## config.mk

```make
export PLATFORM = sky130hd
export DESIGN_NAME = pipe_hazard_ctrl_flat
export DESIGN_NICKNAME = d
export VERILOG_FILES = /design/src/rtl/cpu_pkg.sv /design/src/rtl/pipe_hazard_ctrl_if.sv /design/src/rtl/load_use_detect.sv /design/src/rtl/pipe_hazard_ctrl.sv /design/src/flat_wrapper.sv
export SDC_FILE = /design/constraint.sdc
export NUM_CORES = 1
export LEC_CHECK = 0
export ABC_AREA = 1
export BUFFER_PORTS_ARGS = -buffer_cell sky130_fd_sc_hd__buf_2
export CAP_MARGIN = 25
export CORE_MARGIN = 8
export CORE_UTILIZATION = 55
export CTS_CLUSTER_DIAMETER = 100
export DETAILED_ROUTE_END_ITERATION = 7
export GPL_ROUTABILITY_DRIVEN = 0
export GPL_TIMING_DRIVEN = 0
export PLACE_DENSITY = 0.92
export SYNTH_ARGS = -nofsm -noshare
export SYNTH_HDL_FRONTEND = slang
export SYNTH_SLANG_ARGS = --single-unit
```

## constraint.sdc

```tcl
create_clock -name clk -period 5.3 [get_ports clk]
set_clock_uncertainty 0.15 [all_clocks]
set_input_delay 0.53 -clock clk [delete_from_list [all_inputs] [get_ports clk]]
set_output_delay 0.53 -clock clk [all_outputs]
set_load 0.02 [all_outputs]
```

## src/rtl/cpu_pkg.sv

```systemverilog
// rtl/cpu_pkg.sv - shared CPU constants: instruction classes, PC select codes, sequencer states
package cpu_pkg;

  localparam logic [1:0] ITYPE_R    = 2'd0;
  localparam logic [1:0] ITYPE_J    = 2'd1;
  localparam logic [1:0] ITYPE_HALT = 2'd2;
  localparam logic [1:0] ITYPE_I    = 2'd3;

  localparam logic [1:0] PC_SEQ    = 2'd0;
  localparam logic [1:0] PC_JUMP   = 2'd1;
  localparam logic [1:0] PC_BRANCH = 2'd2;

  typedef enum logic [2:0] {
    ST_IDLE,
    ST_RUN,
    ST_STALL,
    ST_DRAIN,
    ST_HALTED
  } state_t;

  // Bits needed to hold the larger of two preload values (count - 1).
  function automatic int cnt_bits(input int a, input int b);
    int m;
    m = (a > b) ? a : b;
    return (m < 2) ? 1 : $clog2(m);
  endfunction

endpackage

```

## src/rtl/pipe_hazard_ctrl_if.sv

```systemverilog
// rtl/pipe_hazard_ctrl_if.sv - ID/EX status in, pipeline control out
interface pipe_hazard_ctrl_if #(
  parameter int CNT_W = 16
) ();
  logic             start;
  logic             id_valid;
  logic [1:0]       id_type;
  logic [4:0]       id_rs;
  logic [4:0]       id_rt;
  logic             id_rt_is_src;
  logic             ex_mem_read;
  logic [4:0]       ex_rd;
  logic             ex_branch_taken;
  logic             pc_en;
  logic [1:0]       pc_sel;
  logic             if_id_en;
  logic             if_id_flush;
  logic             id_ex_bubble;
  logic             running;
  logic             halted;
  logic [CNT_W-1:0] stall_cnt;

  modport master (
    output start, id_valid, id_type, id_rs, id_rt, id_rt_is_src,
           ex_mem_read, ex_rd, ex_branch_taken,
    input  pc_en, pc_sel, if_id_en, if_id_flush, id_ex_bubble,
           running, halted, stall_cnt
  );

  modport slave (
    input  start, id_valid, id_type, id_rs, id_rt, id_rt_is_src,
           ex_mem_read, ex_rd, ex_branch_taken,
    output pc_en, pc_sel, if_id_en, if_id_flush, id_ex_bubble,
           running, halted, stall_cnt
  );
endinterface

```

## src/rtl/load_use_detect.sv

```systemverilog
// rtl/load_use_detect.sv - combinational load-use compare between EX load and ID sources
module load_use_detect (
  input  logic       i_ex_mem_read,
  input  logic [4:0] i_ex_rd,
  input  logic       i_id_valid,
  input  logic [4:0] i_id_rs,
  input  logic [4:0] i_id_rt,
  input  logic       i_id_rt_is_src,
  output logic       o_hazard
);
  logic w_rs_match;
  logic w_rt_match;

  assign w_rs_match = (i_ex_rd == i_id_rs);
  assign w_rt_match = i_id_rt_is_src & (i_ex_rd == i_id_rt);
  // $zero is never a real dependency.
  assign o_hazard   = i_ex_mem_read & (i_ex_rd != 5'd0) & i_id_valid
                    & (w_rs_match | w_rt_match);
endmodule

```

## src/rtl/pipe_hazard_ctrl.sv

```systemverilog
// rtl/pipe_hazard_ctrl.sv - pipeline sequencer: PC/IF-ID gating, bubbles, flushes and HALT drain
module pipe_hazard_ctrl
  import cpu_pkg::*;
#(
  parameter int LOAD_STALL   = 1,
  parameter int DRAIN_CYCLES = 3,
  parameter int CNT_W        = 16
) (
  input logic               clk,
  input logic               rst_n,
  pipe_hazard_ctrl_if.slave bus
);
  localparam int               CW         = cnt_bits(LOAD_STALL, DRAIN_CYCLES);
  localparam logic [CW-1:0]    CNT_ONE    = CW'(1);
  localparam logic [CW-1:0]    STALL_LOAD = CW'(LOAD_STALL - 1);
  localparam logic [CW-1:0]    DRAIN_LOAD = CW'(DRAIN_CYCLES - 1);
  localparam logic [CNT_W-1:0] SCNT_MAX   = '1;
  localparam logic [CNT_W-1:0] SCNT_ONE   = CNT_W'(1);

  state_t           r_state;
  logic [CW-1:0]    r_cnt;
  logic [CNT_W-1:0] r_stall_cnt;

  state_t           w_state_nxt;
  logic [CW-1:0]    w_cnt_nxt;
  logic [CNT_W-1:0] w_stall_cnt_nxt;
  logic             w_count_stall;
  logic             w_hazard;
  logic             w_is_jump;
  logic             w_is_halt;

  load_use_detect u_load_use_detect (
    .i_ex_mem_read  (bus.ex_mem_read),
    .i_ex_rd        (bus.ex_rd),
    .i_id_valid     (bus.id_valid),
    .i_id_rs        (bus.id_rs),
    .i_id_rt        (bus.id_rt),
    .i_id_rt_is_src (bus.id_rt_is_src),
    .o_hazard       (w_hazard)
  );

  assign w_is_jump = bus.id_valid & (bus.id_type == ITYPE_J);
  assign w_is_halt = bus.id_valid & (bus.id_type == ITYPE_HALT);

  always_ff @(posedge clk) begin
    if (!rst_n) begin
      r_state     <= ST_IDLE;
      r_cnt       <= '0;
      r_stall_cnt <= '0;
    end else begin
      r_state     <= w_state_nxt;
      r_cnt       <= w_cnt_nxt;
      r_stall_cnt <= w_stall_cnt_nxt;
    end
  end

  always_comb begin
    w_state_nxt   = r_state;
    w_cnt_nxt     = r_cnt;
    w_count_stall = 1'b0;
    case (r_state)
      ST_IDLE: begin
        if (bus.start) w_state_nxt = ST_RUN;
      end
      ST_RUN: begin
        if (!bus.ex_branch_taken) begin
          if (w_hazard) begin
            w_count_stall = 1'b1;
            if (LOAD_STALL > 1) begin
              w_cnt_nxt   = STALL_LOAD;
              w_state_nxt = ST_STALL;
            end
          end else if (w_is_halt && !w_is_jump) begin
            w_cnt_nxt   = DRAIN_LOAD;
            w_state_nxt = ST_DRAIN;
          end
        end
      end
      ST_STALL: begin
        if (bus.ex_branch_taken) begin
          w_cnt_nxt   = '0;
          w_state_nxt = ST_RUN;
        end else begin
          w_count_stall = 1'b1;
          // Exit on the cycle the counter steps down to zero.
          if (r_cnt <= CNT_ONE) begin
            w_cnt_nxt   = '0;
            w_state_nxt = ST_RUN;
          end else begin
            w_cnt_nxt = r_cnt - CNT_ONE;
          end
        end
      end
      ST_DRAIN: begin
        if (bus.ex_branch_taken) begin
          w_cnt_nxt   = '0;
          w_state_nxt = ST_RUN;
        end else if (r_cnt == '0) begin
          w_state_nxt = ST_HALTED;
        end else begin
          w_cnt_nxt = r_cnt - CNT_ONE;
        end
      end
      ST_HALTED: begin
        w_state_nxt = ST_HALTED;
      end
      default: begin
        w_state_nxt = ST_IDLE;
        w_cnt_nxt   = '0;
      end
    endcase
  end

  assign w_stall_cnt_nxt = (w_count_stall && (r_stall_cnt != SCNT_MAX))
                         ? r_stall_cnt + SCNT_ONE : r_stall_cnt;

  always_comb begin
    bus.pc_en        = 1'b0;
    bus.pc_sel       = PC_SEQ;
    bus.if_id_en     = 1'b0;
    bus.if_id_flush  = 1'b0;
    bus.id_ex_bubble = 1'b1;
    case (r_state)
      ST_RUN: begin
        if (bus.ex_branch_taken) begin
          bus.pc_en       = 1'b1;
          bus.pc_sel      = PC_BRANCH;
          bus.if_id_flush = 1'b1;
        end else if (w_hazard || w_is_halt) begin
          bus.id_ex_bubble = 1'b1;
        end else if (w_is_jump) begin
          bus.pc_en        = 1'b1;
          bus.pc_sel       = PC_JUMP;
          bus.if_id_en     = 1'b1;
          bus.if_id_flush  = 1'b1;
          bus.id_ex_bubble = 1'b0;
        end else begin
          bus.pc_en        = 1'b1;
          bus.if_id_en     = 1'b1;
          bus.id_ex_bubble = 1'b0;
        end
      end
      ST_STALL, ST_DRAIN: begin
        // A taken branch proves the stalled/halting instruction was wrong-path.
        if (bus.ex_branch_taken) begin
          bus.pc_en       = 1'b1;
          bus.pc_sel      = PC_BRANCH;
          bus.if_id_flush = 1'b1;
        end
      end
      default: begin
        bus.pc_en = 1'b0;
      end
    endcase
  end

  assign bus.running   = (r_state == ST_RUN) || (r_state == ST_STALL);
  assign bus.halted    = (r_state == ST_HALTED);
  assign bus.stall_cnt = r_stall_cnt;

endmodule

```

## src/flat_wrapper.sv

```systemverilog
// flat-port wrapper written by rule: the top's interface ports become plain ports
module pipe_hazard_ctrl_flat import cpu_pkg::*;
#(
  parameter int LOAD_STALL   = 1,
  parameter int DRAIN_CYCLES = 3,
  parameter int CNT_W        = 16
)
  (clk, rst_n, bus_start, bus_id_valid, bus_id_type, bus_id_rs, bus_id_rt, bus_id_rt_is_src, bus_ex_mem_read, bus_ex_rd, bus_ex_branch_taken, bus_pc_en, bus_pc_sel, bus_if_id_en, bus_if_id_flush, bus_id_ex_bubble, bus_running, bus_halted, bus_stall_cnt);
  pipe_hazard_ctrl_if #(.CNT_W(CNT_W)) bus_i ();
  input logic clk;
  input logic rst_n;
  input wire logic [$bits(bus_i.start)-1:0] bus_start;
  input wire logic [$bits(bus_i.id_valid)-1:0] bus_id_valid;
  input wire logic [$bits(bus_i.id_type)-1:0] bus_id_type;
  input wire logic [$bits(bus_i.id_rs)-1:0] bus_id_rs;
  input wire logic [$bits(bus_i.id_rt)-1:0] bus_id_rt;
  input wire logic [$bits(bus_i.id_rt_is_src)-1:0] bus_id_rt_is_src;
  input wire logic [$bits(bus_i.ex_mem_read)-1:0] bus_ex_mem_read;
  input wire logic [$bits(bus_i.ex_rd)-1:0] bus_ex_rd;
  input wire logic [$bits(bus_i.ex_branch_taken)-1:0] bus_ex_branch_taken;
  output wire logic [$bits(bus_i.pc_en)-1:0] bus_pc_en;
  output wire logic [$bits(bus_i.pc_sel)-1:0] bus_pc_sel;
  output wire logic [$bits(bus_i.if_id_en)-1:0] bus_if_id_en;
  output wire logic [$bits(bus_i.if_id_flush)-1:0] bus_if_id_flush;
  output wire logic [$bits(bus_i.id_ex_bubble)-1:0] bus_id_ex_bubble;
  output wire logic [$bits(bus_i.running)-1:0] bus_running;
  output wire logic [$bits(bus_i.halted)-1:0] bus_halted;
  output wire logic [$bits(bus_i.stall_cnt)-1:0] bus_stall_cnt;
  assign bus_i.start = bus_start;
  assign bus_i.id_valid = bus_id_valid;
  assign bus_i.id_type = bus_id_type;
  assign bus_i.id_rs = bus_id_rs;
  assign bus_i.id_rt = bus_id_rt;
  assign bus_i.id_rt_is_src = bus_id_rt_is_src;
  assign bus_i.ex_mem_read = bus_ex_mem_read;
  assign bus_i.ex_rd = bus_ex_rd;
  assign bus_i.ex_branch_taken = bus_ex_branch_taken;
  assign bus_pc_en = bus_i.pc_en;
  assign bus_pc_sel = bus_i.pc_sel;
  assign bus_if_id_en = bus_i.if_id_en;
  assign bus_if_id_flush = bus_i.if_id_flush;
  assign bus_id_ex_bubble = bus_i.id_ex_bubble;
  assign bus_running = bus_i.running;
  assign bus_halted = bus_i.halted;
  assign bus_stall_cnt = bus_i.stall_cnt;
  pipe_hazard_ctrl #(.LOAD_STALL(LOAD_STALL), .DRAIN_CYCLES(DRAIN_CYCLES), .CNT_W(CNT_W)) u_core (.clk(clk), .rst_n(rst_n), .bus(bus_i));
endmodule
```

==> results of run 1 <==
[metal layers]
| layer | up-vias | track usage [%] | share of wire [%] |
|---|---|---|---|
| met2 | 32 | 26.64 | 47 |
| met1 | 774 | 17.90 | 47 |
| met5 | - | 0 | 0 |
| met3 | 2 | 4.292 | 5.2 |
| met4 | 0 | 2.902 | 0.54 |
| li1 | 918 | - | - |
[worst max-delay path: cells and delay by family]
kind                   cells  cell delay (ps)
AND/OR/NAND/NOR            6              450
AO/OA/AOI/OAI              1              220
buffers and inverters      4              410
[placed cells by master, fill, tap and decap left out, types with 2 or more instances in the layout]
master    instances
nand3_1          31
nand3_2           2
nand4_1           5
a21oi_1          20
nor2_1           33
inv_1            36
nor3_1            3
xor2_1            6
dfxtp_1          21
xnor2_1           7
o21ai_0           3
ha_1              5
buf_2            49
clkbuf_4          3
nand2_1          71
nand2_4           2
[flip-flops by register name, summed over array words and instances (netlist names)]
signal,flops
u_core.r_state,3
u_core.bus.stall_cnt,16
u_core.r_cnt,2
[kinds of logic (layout without fill, tap and decap cells)]
family	count (synthesis)	count (layout)
adder cells (fa/ha/maj)	5	5
AND/OR/NAND/NOR	151	151
buffers and inverters	41	92
XOR/XNOR	13	13
flip-flops	21	21
AO/OA/AOI/OAI	27	27
[where the power goes]
part | internal (mW) | total (mW) | switching, mW
Combinational | 0.0252 | 0.0686 | 0.0434
Sequential | 0.161 | 0.164 | 0.00317
Clock | 0.0281 | 0.0749 | 0.0467
[final timing paths]
kind                            startpoint                       end  slack [ps]  depth (start not counted)
setup / recovery              bus_ex_rd[4]              bus_if_id_en        3010                         11
hold / removal                       rst_n  u_core.bus.stall_cnt[12]         330                          3
setup reg to reg   u_core.bus.stall_cnt[1]   u_core.bus.stall_cnt[8]        3230                         10
hold reg to reg   u_core.bus.stall_cnt[15]  u_core.bus.stall_cnt[15]         360                          2
[area by class of cell]
| type | instances | share of cell area [%] |
|---|---|---|
| multi-input cells | 196 | 52.96 |
| flip-flops and latches | 21 | 22.33 |
| repair buffers | 47 | 12.49 |
| inverters | 37 | 7.375 |
| well taps | 31 | 2.060 |
| plain buffers | 4 | 1.329 |
| clock buffers | 3 | 1.196 |
| clock inverters | 1 | 0.2658 |
[per-stage QoR]
stage	util [%]	setup WS (ps)	hold slack, ps
global placement	67.87	3035	330.6
global route	68.88	2808	312.9
detailed placement	67.87	2995	348.7
finish	68.88	3006	332.6
CTS	68.88	2997	316.1
floorplan	-	3090	353.3
==> flow_summary.json, run 1 <==
{
  "viasPerCell": 5.076,
  "grt-ovfl-total": 0,
  "vdd_drop_max_mv": 0.2054,
  "yosysTopAreaCell": "dfxtp_1",
  "via_count": 1726,
  "placed_cell_area_um2": 1856,
  "coreArea_um2": 2734,
  "regArea_um2": 420.4,
  "synth_top_family_by_area": "simple AND/OR/NAND/NOR gates",
  "clock_sinks": 21,
  "finalMaxSlewViolations": 0,
  "layoutNonFillerInstCount": 340,
  "synth-adder-area-share_pct": 3.956,
  "crit_fanout": 3,
  "syn2layout_area_growth_pct": 19.07,
  "die_h_um": 69.63,
  "p_leak_nw": 1.012,
  "synth_seq_area_share_pct": 26.58,
  "yosys-top-cells-area": "dfxtp_1 27%, nand2_1 17%, nand3_1 9.8%",
  "crit_top_cell": "nand2_1",
  "hold_violations": 0,
  "rows": 19,
  "first_global_vias": 1530,
  "firstDrtPassIters": 4,
  "wire_per_inst_um": 11.36,
  "setup-tns-final_ps": 0,
  "first_iter_violations": 65,
  "yosysMostFrequentCell": "nand2_1",
  "postCtsHoldBufs": 0,
  "setup_viol": 0,
  "worst_setup_path_end_kind": "primary output",
  "htree_levels": 1,
  "dpl.hpwl_um": 3130,
  "drv_cap": 0,
  "yosysWarnings": 0,
  "drc": 0,
  "min_path_type": "input port to register",
  "worstPathRequired_ps": 4620,
  "power.density_nw_per_um2": 163.4,
  "antenna_found_initial": 0,
  "crit_arrival_ps": 1610,
  "die_area_um2": 4848,
  "crit_path_top_delay_cell": "a21boi_0",
  "total_power_uw": 307.7,
  "critPathMaxStageDelay_ps": 220,
  "clk_latency_ps": 300,
  "grt_setup_unrepaired": "false",
  "max_slew_margin_pct": 71.29,
  "synth_mux_area_share_pct": 0,
  "tightest_slew_ps": 430.6,
  "cp-start-kind": "input port",
  "path_class": "input port to primary output",
  "synthArstFlopShare_pct": 0,
  "yosys_most_used_dff": "dfxtp_1",
  "cts_buffers": 3,
  "synth-simple-area-share_pct": 42.72,
  "status": "completed",
  "synth_area_um2": 1582,
  "multi_input_area_um2": 997.2,
  "synthesis.nets": 287,
  "ys_ff_latch": 21,
  "io_buffers": 47,
  "totalWireLength_um": 3863,
  "critical_path.cell_chain": "buf_2 -> inv_1 -> nand2_1 -> nand2_1 -> nor2_1 -> nand3_1 -> nand2_1 -> a21boi_0 -> nand3_1 -> inv_1 -> buf_2",
  "route.antenna.remaining_nets": 0,
  "io_pins": 48,
  "track_usage_pct": 15.19,
  "max_freq_mhz": 435.9,
  "diodes": 0,
  "dpl.cell_count": 336,
  "cts.path.max_buffers": 2,
  "grt_pass1_wl_um": 6492,
  "start_util_pct": 57.85,
  "n_fill_cell": 251,
  "synth_edf_count": 0,
  "syn_avg_cell_area_um2": 6.130,
  "drive_gt1_share_pct": 19.74,
  "cts_root_buffer": "clkbuf_4",
  "synthXorXnorAreaFrac_pct": 7.199,
  "period_share_pct": 43.29,
  "synth_compound_area_share_pct": 9.177,
  "syn-instance-count": 258,
  "fin_crit_ps": 2294,
  "fin_nets": 339,
  "post_cts_buffers": 0,
  "grt_max_degree": 13,
  "synth_cell_types": 26,
  "synthTopCellsByCount": "71 x nand2_1, 36 x inv_1, 33 x nor2_1",
  "cts_resized": 0,
  "path_clk_slew_ps": 110,
  "dieWidth_um": 69.63,
  "synth.top_cell.area_share_pct": 26.58,
  "cts_tree": "done",
  "stdcell_area_um2": 1883
}
Note: power is estimated with default switching activity, not from simulation.
==> run 2, diff against run 1 <==
CORE_UTILIZATION = 51   (was 55)
PLACE_DENSITY = 0.86   (was 0.92)
clock period = 2.3 ns   (was 5.3 ns; I/O delays follow)
==> flow_summary.json, run 2 (same netlist as run 1, synthesis figures left out) <==
{
  "via_count": 1739,
  "grt_pass1_wl_um": 6920,
  "stdcell_area_um2": 1888,
  "worstPathRequired_ps": 2410,
  "grt_max_degree": 14,
  "worst_slack_ps": 265.6,
  "syn2layout_area_growth_pct": 19.38,
  "status": "completed",
  "power.density_nw_per_um2": 384.6,
  "layoutNonFillerInstCount": 342,
  "cts_root_buffer": "clkbuf_4",
  "worst_setup_path_end_kind": "register",
  "start_util_pct": 52.67,
  "clock_sinks": 21,
  "max_freq_mhz": 491.5,
  "die_h_um": 71.69,
  "total_power_uw": 726.1,
  "track_usage_pct": 15.93,
  "firstDrtPassIters": 4,
  "first_global_vias": 1666,
  "rows": 20,
  "cts_resized": 0,
  "dpl.hpwl_um": 3078,
  "cp-start-kind": "register",
  "final_common_cell": "nand2_1",
  "finalMaxSlewViolations": 0,
  "cts.path.max_buffers": 2,
  "clk_latency_ps": 320,
  "htree_levels": 1,
  "io_pins": 48,
  "viasPerCell": 5.085,
  "drive_gt1_share_pct": 19.74,
  "crit_path_top_delay_cell": "dfxtp_1",
  "crit_fanout": 10,
  "cts_buffers": 3,
  "cts_tree": "done",
  "path_clk_slew_ps": 130,
  "final_core_util_pct": 62.88,
  "hold_violations": 0,
  "final_cell_mix": "71 x nand2_1, 49 x buf_2, 36 x inv_1",
  "path_class": "register to register",
  "wire_per_inst_um": 11.27,
  "fin_crit_ps": 2034,
  "grt-ovfl-total": 0,
  "route.antenna.remaining_nets": 0,
  "setup-tns-final_ps": 0,
  "largest_reg_flops": 16,
  "setup_viol": 0,
  "coreArea_um2": 3003,
  "crit_arrival_ps": 2140,
  "io_buffers": 47,
  "p_leak_nw": 1.009,
  "hold_depth": 3,
  "diodes": 0,
  "first_iter_violations": 84,
  "critical_path.cell_chain": "ha_1 -> nand3_2 -> nor2_4 -> nand3_2 -> nor3_4 -> nand2_4 -> nand2_4 -> buf_6 -> nand2_1 -> a21oi_1",
  "critPathMaxStageDelay_ps": 400,
  "drc": 0,
  "post_cts_buffers": 0,
  "dieWidth_um": 71.69,
  "grt_setup_unrepaired": "false",
  "postCtsHoldBufs": 0,
  "tightest_slew_ps": 510.6,
  "period_share_pct": 88.45,
  "totalWireLength_um": 3853,
  "vdd_drop_max_mv": 0.4116,
  "die_area_um2": 5139,
  "fin_nets": 339,
  "min_path_type": "input port to register",
  "placed_cell_area_um2": 1858,
  "dpl.cell_count": 338,
  "drv_cap": 0,
  "antenna_found_initial": 0,
  "max_slew_margin_pct": 65.96,
  "r2r.worst_path.cells": 10,
  "whs_ps": 10.93,
  "place_ws_ps": 289.8
}
[run 2: cell types whose count changed in the layout (fill, tap and decap cells not counted), sizes merged]
cell | previous run | this run
clkinv | 2 | 1
clkinvlp | 0 | 1
[run 2: path summary, 6_finish.rpt]
kind | startpoint | endpoint | slack (ps)
setup reg to reg | u_core.bus.stall_cnt[0] | u_core.bus.stall_cnt[2] | 270
hold / removal | rst_n | u_core.r_cnt[1] | 10
hold reg to reg | u_core.bus.stall_cnt[0] | u_core.bus.stall_cnt[0] | 360
setup / recovery | u_core.bus.stall_cnt[0] | u_core.bus.stall_cnt[2] | 270
[run 2: critical path: cells and delay by family, from the launching register on]
kind                     cells  cell delay, ps
AND/OR/NAND/NOR              7             890
flip-flops                   1             400
adder cells (fa/ha/maj)      1             240
buffers and inverters        1             140
AO/OA/AOI/OAI                1             140
[run 2: final cells by class]
| type | instances | area (um2) |
|---|---|---|
| buffer | 4 | 25.02 |
| clock inverter | 1 | 7.507 |
| multi-input combinational | 196 | 997.2 |
| timing repair buffer | 47 | 235.2 |
| tap | 33 | 41.29 |
| inverter | 37 | 138.9 |
| clock buffer | 3 | 22.52 |
| fill | 285 | 1115 |
| sequential | 21 | 420.4 |
[run 2: report_power, final]
group          switching (mW)  total [mW]  leakage [nW]  internal, mW
Sequential            0.00727       0.379         0.170         0.371
Combinational           0.100       0.158         0.825        0.0583
Clock                   0.123       0.189        0.0139        0.0665
Total                   0.230       0.726          1.01         0.496
[run 2: per-layer routing]
layer | vias up | part of all wire (%) | track usage (%)
li1 | 919 | - | -
met5 | - | 0 | 0
met1 | 775 | 46 | 18.70
met3 | 2 | 6.1 | 4.184
met4 | 0 | 0.75 | 3.855
met2 | 43 | 47 | 27.83
